`src/rtl/fir_scheduler_if.sv`:
```
// Bundle of the requester, filter-engine and consumer signals around fir_scheduler.
// The slave modport is the scheduler's view; master is the surrounding environment.
interface fir_scheduler_if #(
    parameter int unsigned WIDTH = 24
);
    logic                    ch0_valid;
    logic                    ch1_valid;
    logic signed [WIDTH-1:0] ch0_data;
    logic signed [WIDTH-1:0] ch1_data;
    logic                    ch0_ready;
    logic                    ch1_ready;
    logic                    fir_start;
    logic signed [WIDTH-1:0] fir_sample;
    logic                    fir_done;
    logic signed [WIDTH-1:0] fir_result;
    logic                    out_valid;
    logic                    out_ch;
    logic signed [WIDTH-1:0] out_data;
    logic                    out_ready;
    logic                    timeout_err;

    modport slave (
        input  ch0_valid, ch1_valid, ch0_data, ch1_data,
        input  fir_done, fir_result, out_ready,
        output ch0_ready, ch1_ready, fir_start, fir_sample,
        output out_valid, out_ch, out_data, timeout_err
    );

    modport master (
        output ch0_valid, ch1_valid, ch0_data, ch1_data,
        output fir_done, fir_result, out_ready,
        input  ch0_ready, ch1_ready, fir_start, fir_sample,
        input  out_valid, out_ch, out_data, timeout_err
    );
endinterface

```
`src/rtl/fir_scheduler.sv`:
```
// Two-channel round-robin front end for a single shared FIR engine: one job in flight,
// result held for the consumer, jobs abandoned after TIMEOUT wait cycles.
module fir_scheduler #(
    parameter int unsigned WIDTH   = 24,
    parameter int unsigned TIMEOUT = 255
) (
    input  logic             clk,
    input  logic             rst_n,
    fir_scheduler_if.slave   bus
);
    localparam logic [1:0] StIdle  = 2'd0;
    localparam logic [1:0] StIssue = 2'd1;
    localparam logic [1:0] StWait  = 2'd2;
    localparam logic [1:0] StHold  = 2'd3;

    localparam logic [7:0] TimeoutCnt = 8'(TIMEOUT);

    logic [1:0]              state_q, state_d;
    logic                    last_grant_q, last_grant_d;
    logic [7:0]              wait_cnt_q, wait_cnt_d;
    logic signed [WIDTH-1:0] sample_q, sample_d;
    logic                    ch_q, ch_d;
    logic signed [WIDTH-1:0] result_q, result_d;
    logic                    timeout_err_q, timeout_err_d;

    logic idle;
    logic grant0;
    logic grant1;

    // On a tie the channel that did not win last time gets the grant.
    assign idle   = (state_q == StIdle);
    assign grant0 = idle && bus.ch0_valid && (!bus.ch1_valid || last_grant_q);
    assign grant1 = idle && bus.ch1_valid && (!bus.ch0_valid || !last_grant_q);

    always_comb begin
        state_d       = state_q;
        last_grant_d  = last_grant_q;
        wait_cnt_d    = wait_cnt_q;
        sample_d      = sample_q;
        ch_d          = ch_q;
        result_d      = result_q;
        timeout_err_d = timeout_err_q;
        unique case (state_q)
            StIdle: begin
                if (grant0 || grant1) begin
                    sample_d     = grant1 ? bus.ch1_data : bus.ch0_data;
                    ch_d         = grant1;
                    last_grant_d = grant1;
                    state_d      = StIssue;
                end
            end
            StIssue: begin
                wait_cnt_d = 8'd0;
                state_d    = StWait;
            end
            StWait: begin
                // A done pulse on the final wait cycle still wins over the timeout.
                if (bus.fir_done) begin
                    result_d = bus.fir_result;
                    state_d  = StHold;
                end else if (wait_cnt_q == TimeoutCnt) begin
                    timeout_err_d = 1'b1;
                    state_d       = StIdle;
                end else begin
                    wait_cnt_d = wait_cnt_q + 8'd1;
                end
            end
            StHold: begin
                if (bus.out_ready) begin
                    state_d = StIdle;
                end
            end
            default: state_d = StIdle;
        endcase
    end

    always_ff @(posedge clk or negedge rst_n) begin
        if (!rst_n) begin
            state_q       <= StIdle;
            last_grant_q  <= 1'b1;
            wait_cnt_q    <= 8'd0;
            sample_q      <= '0;
            ch_q          <= 1'b0;
            result_q      <= '0;
            timeout_err_q <= 1'b0;
        end else begin
            state_q       <= state_d;
            last_grant_q  <= last_grant_d;
            wait_cnt_q    <= wait_cnt_d;
            sample_q      <= sample_d;
            ch_q          <= ch_d;
            result_q      <= result_d;
            timeout_err_q <= timeout_err_d;
        end
    end

    assign bus.ch0_ready   = grant0;
    assign bus.ch1_ready   = grant1;
    assign bus.fir_start   = (state_q == StIssue);
    assign bus.fir_sample  = sample_q;
    assign bus.out_valid   = (state_q == StHold);
    assign bus.out_ch      = ch_q;
    assign bus.out_data    = result_q;
    assign bus.timeout_err = timeout_err_q;
endmodule

```
`src/flat_wrapper.sv`:
```
// flat-port wrapper written by rule: the top's interface ports become plain ports
module fir_scheduler_flat 
#(
    parameter int unsigned WIDTH   = 24,
    parameter int unsigned TIMEOUT = 255
)
  (clk, rst_n, bus_ch0_valid, bus_ch1_valid, bus_ch0_data, bus_ch1_data, bus_fir_done, bus_fir_result, bus_out_ready, bus_ch0_ready, bus_ch1_ready, bus_fir_start, bus_fir_sample, bus_out_valid, bus_out_ch, bus_out_data, bus_timeout_err);
  fir_scheduler_if #(.WIDTH(WIDTH)) bus_i ();
  input  logic clk;
  input  logic rst_n;
  input wire logic [$bits(bus_i.ch0_valid)-1:0] bus_ch0_valid;
  input wire logic [$bits(bus_i.ch1_valid)-1:0] bus_ch1_valid;
  input wire logic [$bits(bus_i.ch0_data)-1:0] bus_ch0_data;
  input wire logic [$bits(bus_i.ch1_data)-1:0] bus_ch1_data;
  input wire logic [$bits(bus_i.fir_done)-1:0] bus_fir_done;
  input wire logic [$bits(bus_i.fir_result)-1:0] bus_fir_result;
  input wire logic [$bits(bus_i.out_ready)-1:0] bus_out_ready;
  output wire logic [$bits(bus_i.ch0_ready)-1:0] bus_ch0_ready;
  output wire logic [$bits(bus_i.ch1_ready)-1:0] bus_ch1_ready;
  output wire logic [$bits(bus_i.fir_start)-1:0] bus_fir_start;
  output wire logic [$bits(bus_i.fir_sample)-1:0] bus_fir_sample;
  output wire logic [$bits(bus_i.out_valid)-1:0] bus_out_valid;
  output wire logic [$bits(bus_i.out_ch)-1:0] bus_out_ch;
  output wire logic [$bits(bus_i.out_data)-1:0] bus_out_data;
  output wire logic [$bits(bus_i.timeout_err)-1:0] bus_timeout_err;
  assign bus_i.ch0_valid = bus_ch0_valid;
  assign bus_i.ch1_valid = bus_ch1_valid;
  assign bus_i.ch0_data = bus_ch0_data;
  assign bus_i.ch1_data = bus_ch1_data;
  assign bus_i.fir_done = bus_fir_done;
  assign bus_i.fir_result = bus_fir_result;
  assign bus_i.out_ready = bus_out_ready;
  assign bus_ch0_ready = bus_i.ch0_ready;
  assign bus_ch1_ready = bus_i.ch1_ready;
  assign bus_fir_start = bus_i.fir_start;
  assign bus_fir_sample = bus_i.fir_sample;
  assign bus_out_valid = bus_i.out_valid;
  assign bus_out_ch = bus_i.out_ch;
  assign bus_out_data = bus_i.out_data;
  assign bus_timeout_err = bus_i.timeout_err;
  fir_scheduler #(.WIDTH(WIDTH), .TIMEOUT(TIMEOUT)) u_core (.clk(clk), .rst_n(rst_n), .bus(bus_i));
endmodule
```
`config.mk`:
```
export PLATFORM = sky130hd
export DESIGN_NAME = fir_scheduler_flat
export DESIGN_NICKNAME = d
export VERILOG_FILES = /design/src/rtl/fir_scheduler_if.sv /design/src/rtl/fir_scheduler.sv /design/src/flat_wrapper.sv
export SDC_FILE = /design/constraint.sdc
export NUM_CORES = 1
export LEC_CHECK = 0
export CORE_UTILIZATION = 40
export DETAILED_ROUTE_END_ITERATION = 6
export GPL_ROUTABILITY_DRIVEN = 1
export PLACE_DENSITY_LB_ADDON = 0.25
export SLEW_MARGIN = 20
export SYNTH_ARGS = -nofsm -noshare
export SYNTH_HDL_FRONTEND = slang
export SYNTH_SLANG_ARGS = --single-unit
export TNS_END_PERCENT = 100
```
`constraint.sdc`:
```
create_clock -name clk -period 2.61 [get_ports clk]
set_input_delay 0.522 -clock clk [delete_from_list [all_inputs] [get_ports clk]]
set_output_delay 0.522 -clock clk [all_outputs]
set_load 0.02 [all_outputs]
```
==> metrics.csv, run 1 <==
stage;metric;value;unit
status;outcome;finished, violations left;
status;violations;design-rule violations;
yosys;syn_inst;226;
yosys;synth.most_common_cell;dfrtp_1;
clocking;post_cts_buffers;0;
layout;fill_cells;513;
drt;vias_per_cell;5.03;
clocking;cts_tree;done;
layout;areaGrowthSynthToFinish;60.8;%
yosys;synth_common_cells;dfrtp_1 (60), a21oi_1 (30), nor2_1 (27);
floorplan;die_width;84.1;um
floorplan;top_level_ports;132;
place;placedInstanceArea;4080;um2
yosys;ys_ff_latch;61;
layout;nNetsFinal;440;
clocking;clk_pin_slew;0.07;ns
yosys;synth-simple-area-share;9.05;%
drt;drtIter0Drc;97;
drt;postRouteAntennaNets;0;
timing;fin_setup_tns;0;ns
floorplan;initial_core_util;42.0;%
timing;rsz0062_at_grt;false;
yosys;synth-xor-area-share;0;%
drt;drc;30;
grt;antenna_found_initial;0;
grt;grt_max_degree;50;
layout;drive_gt1_share;14.5;%
critical_path;cp.arrival;1.88;ns
yosys;yosys.area.top_type;dfrtp_1;
critical_path;start_kind;flop;
timing;max_freq;416;MHz
timing;worst_slack;0.207;ns
yosys;synth_cell_type_count;33;
place;dpl.hpwl;4780;um
timing;slew_headroom;70.0;%
critical_path;cp-end-kind;output port;
grt;grt.total_usage;19.7;%
clocking;clock-root-buffer;clkbuf_8;
drt;wire_per_inst;14.7;um
layout;antenna_cells;0;
grt;grt_pass1_vias;2239;
power_and_ir_drop;peakVddDrop;0.745;mV
timing;tightest_slew;0.450;ns
timing;setup_violations;0;
timing;hold_viol;0;
yosys;synthAdderAreaFrac;0.464;%
yosys;synth_nets;305;
yosys;ys_seq_area_share;56.7;%
min_path;worstHoldPathType;input port to async pin;
clocking;cts_hold_buf;0;
layout;fin_area;4330;um2
job;cap_violations;0;
critical_path;worstPathRequired;2.09;ns
yosys;synthMuxAreaShare;19.7;%
drt;drt-total-wl;6490;um
timing;report.final.slew_viol_count;0;
yosys;synthTopCellsByArea;dfrtp_1 (56%), mux2_2 (10%), mux2i_1 (9.7%);
yosys;synth-edff-count;0;
yosys;synth_ff_type;dfrtp_1;
critical_path;critPathMaxFanout;9;
clocking;htreeDepth;3;
critical_path;crit_chain;nor2_2 > nand3_1 > inv_1 > clkdlybuf4s50_1;
clocking;clock_latency;0.33;ns
floorplan;die_h;84.1;um
floorplan;rows;29;
critical_path;slowest_delay;0.59;ns
yosys;yosys.area.top_type_share;55.7;%
yosys;synth_top_family_by_area;multiplexers;
place;pre_cts_slack;0.207;ns
clocking;numCtsBuffers;9;
yosys;synthArstFlopShare;100;%
critical_path;crit_start;u_core.state_q[0];
timing;fin_crit_sh;92.1;%
yosys;synth-compound-area-share;10.8;%
critical_path;path_class;flop to output port;
critical_path;cp_slowest_cell;clkdlybuf4s50_1;
place;portBuffers;131;
floorplan;dieArea;7070;um2
grt;grt_pass1_wl;10700;um
power_and_ir_drop;p_leak;0.00195;uW
timing;skew;0.0114;ns
place;gp_congestion;0.815;
drt;num_vias;2223;
yosys;yosys_warnings;0;
clocking;cts_sinks;61;
yosys;syn_avg_cell_area;11.9;um2
timing;period_minus_slack;2.40;ns
critical_path;r2r_start;u_core.state_q[0];
power_and_ir_drop;power_density;1160;nW/um2
yosys;syn-cell-area;2700;um2
grt;gr-total-overflow;0;
floorplan;design.core.area;6420;um2
timing;hold_ws;0.122;ns
drt;first_pass_iters;7;
clocking;clock_path_buffers;2;
## per-layer routing
| layer | GRT usage (%) | wire, um |
|---|---|---|
| met4 | 7.99 | 92 |
| met3 | 6.43 | 756 |
| met2 | 30.9 | 2950 |
| met1 | 25.2 | 2700 |
| met5 | 0 | 0 |
## state kept, by name, indices dropped and copies added, names as in the netlist
signal                  flops
u_core.state_q              2
u_core.bus.out_ch           1
u_core.last_grant_q         1
u_core.bus.out_data        24
u_core.bus.fir_sample      24
u_core.bus.timeout_err      1
u_core.wait_cnt_q           8
## path summary, 6_finish.rpt
| kind | endpoint | slack (ns) | depth (start not counted) |
|---|---|---|---|
| setup / recovery | bus_ch1_ready | 0.21 | 4 |
| hold / removal | u_core.bus.fir_sample[6] | 0.12 | 1 |
| setup reg to reg | u_core.wait_cnt_q[6] | 0.88 | 4 |
| hold reg to reg | u_core.wait_cnt_q[7] | 0.48 | 1 |
| max in group asynchronous | u_core.bus.out_data[1] | 1.89 | 2 |
| min in group clk | u_core.wait_cnt_q[7] | 0.48 | 1 |
## logic make-up after synthesis
family                     after synthesis
buffers and inverters                   18
AOI/OAI and AO/OA                       45
adders and majority gates                1
muxes                                   50
and+or+nand+nor                         51
DFF                                     61
## cells in the final DEF, fill, tap and decap left out, types with 2 or more instances in the layout
| master | Yosys | layout |
|---|---|---|
| clkdlybuf4s50_1 | 0 | 129 |
| dfrtp_1 | 60 | 60 |
| a21oi_1 | 30 | 30 |
| mux2i_1 | 26 | 26 |
| nor2_1 | 27 | 26 |
| mux2_2 | 24 | 24 |
| clkbuf_8 | 0 | 11 |
| nand3_1 | 7 | 7 |
| nand2_1 | 6 | 6 |
| inv_1 | 6 | 6 |
| buf_4 | 2 | 4 |
| nand4_1 | 3 | 3 |
| o21ai_0 | 3 | 3 |
| bufinv_16 | 0 | 3 |
| o211ai_1 | 2 | 2 |
| o31ai_1 | 2 | 2 |
| nand3b_1 | 2 | 2 |
## final cells by class
class,instances,area (um2),area share [%]
clock buffer,11,151,3.49
clock inverter,4,95.1,2.19
inverter,6,22.5,0.520
multi-input combinational,147,1080,24.9
sequential,61,1530,35.3
tap,77,96.3,2.22
timing repair buffer,136,1360,31.4
## power breakdown
part	switching, uW	total, uW	internal [uW]	leakage (uW)
clock network	354	1030	680	0.000125
logic	1140	2330	1190	0.00111
registers	262	1650	1390	0.000712
## repair_timing
| item | 4_1_cts | 5_1_grt |
|---|---|---|
| resized for setup | 0 | 2 |
| setup endpoints to repair | 0 | 2 |
| hold endpoints to repair | 0 | 0 |
## metrics by stage
step,util [%],total power [uW],instances
4_1_cts,67.4,5060,442
2_1_floorplan,-,2890,226
6_report,67.5,5010,442
3_3_place_gp,63.5,3940,427
3_5_place_dp,63.5,4010,427
5_1_grt,67.5,5300,442
## worst max-delay path, delay by kind of cell, from the launching register on
family / cells / cell delay, ns
buffers and inverters: 2 / 0.66
AND/OR/NAND/NOR: 2 / 0.40
flip-flops: 1 / 0.48
(Power assumes the default switching activity.)
==> inputs of run 2 (changes only) <==
--- a/config.mk
+++ b/config.mk
@@ -5,9 +5,9 @@
 export SDC_FILE = /design/constraint.sdc
 export NUM_CORES = 1
 export LEC_CHECK = 0
+export CAP_MARGIN = 20
 export CORE_UTILIZATION = 40
 export DETAILED_ROUTE_END_ITERATION = 6
-export GPL_ROUTABILITY_DRIVEN = 1
 export PLACE_DENSITY_LB_ADDON = 0.25
 export SLEW_MARGIN = 20
 export SYNTH_ARGS = -nofsm -noshare
==> results of run 2 <==
The final DEF is identical to that of run 1; final timing and power are the same.
==> inputs of run 3 (changes only) <==
--- a/config.mk
+++ b/config.mk
@@ -5,6 +5,7 @@
 export SDC_FILE = /design/constraint.sdc
 export NUM_CORES = 1
 export LEC_CHECK = 0
+export ABC_CLOCK_PERIOD_IN_PS = 2610
 export CAP_MARGIN = 20
 export CORE_UTILIZATION = 40
 export DETAILED_ROUTE_END_ITERATION = 6
==> results of run 3 <==
The final DEF is identical to that of run 1; final timing and power are the same.
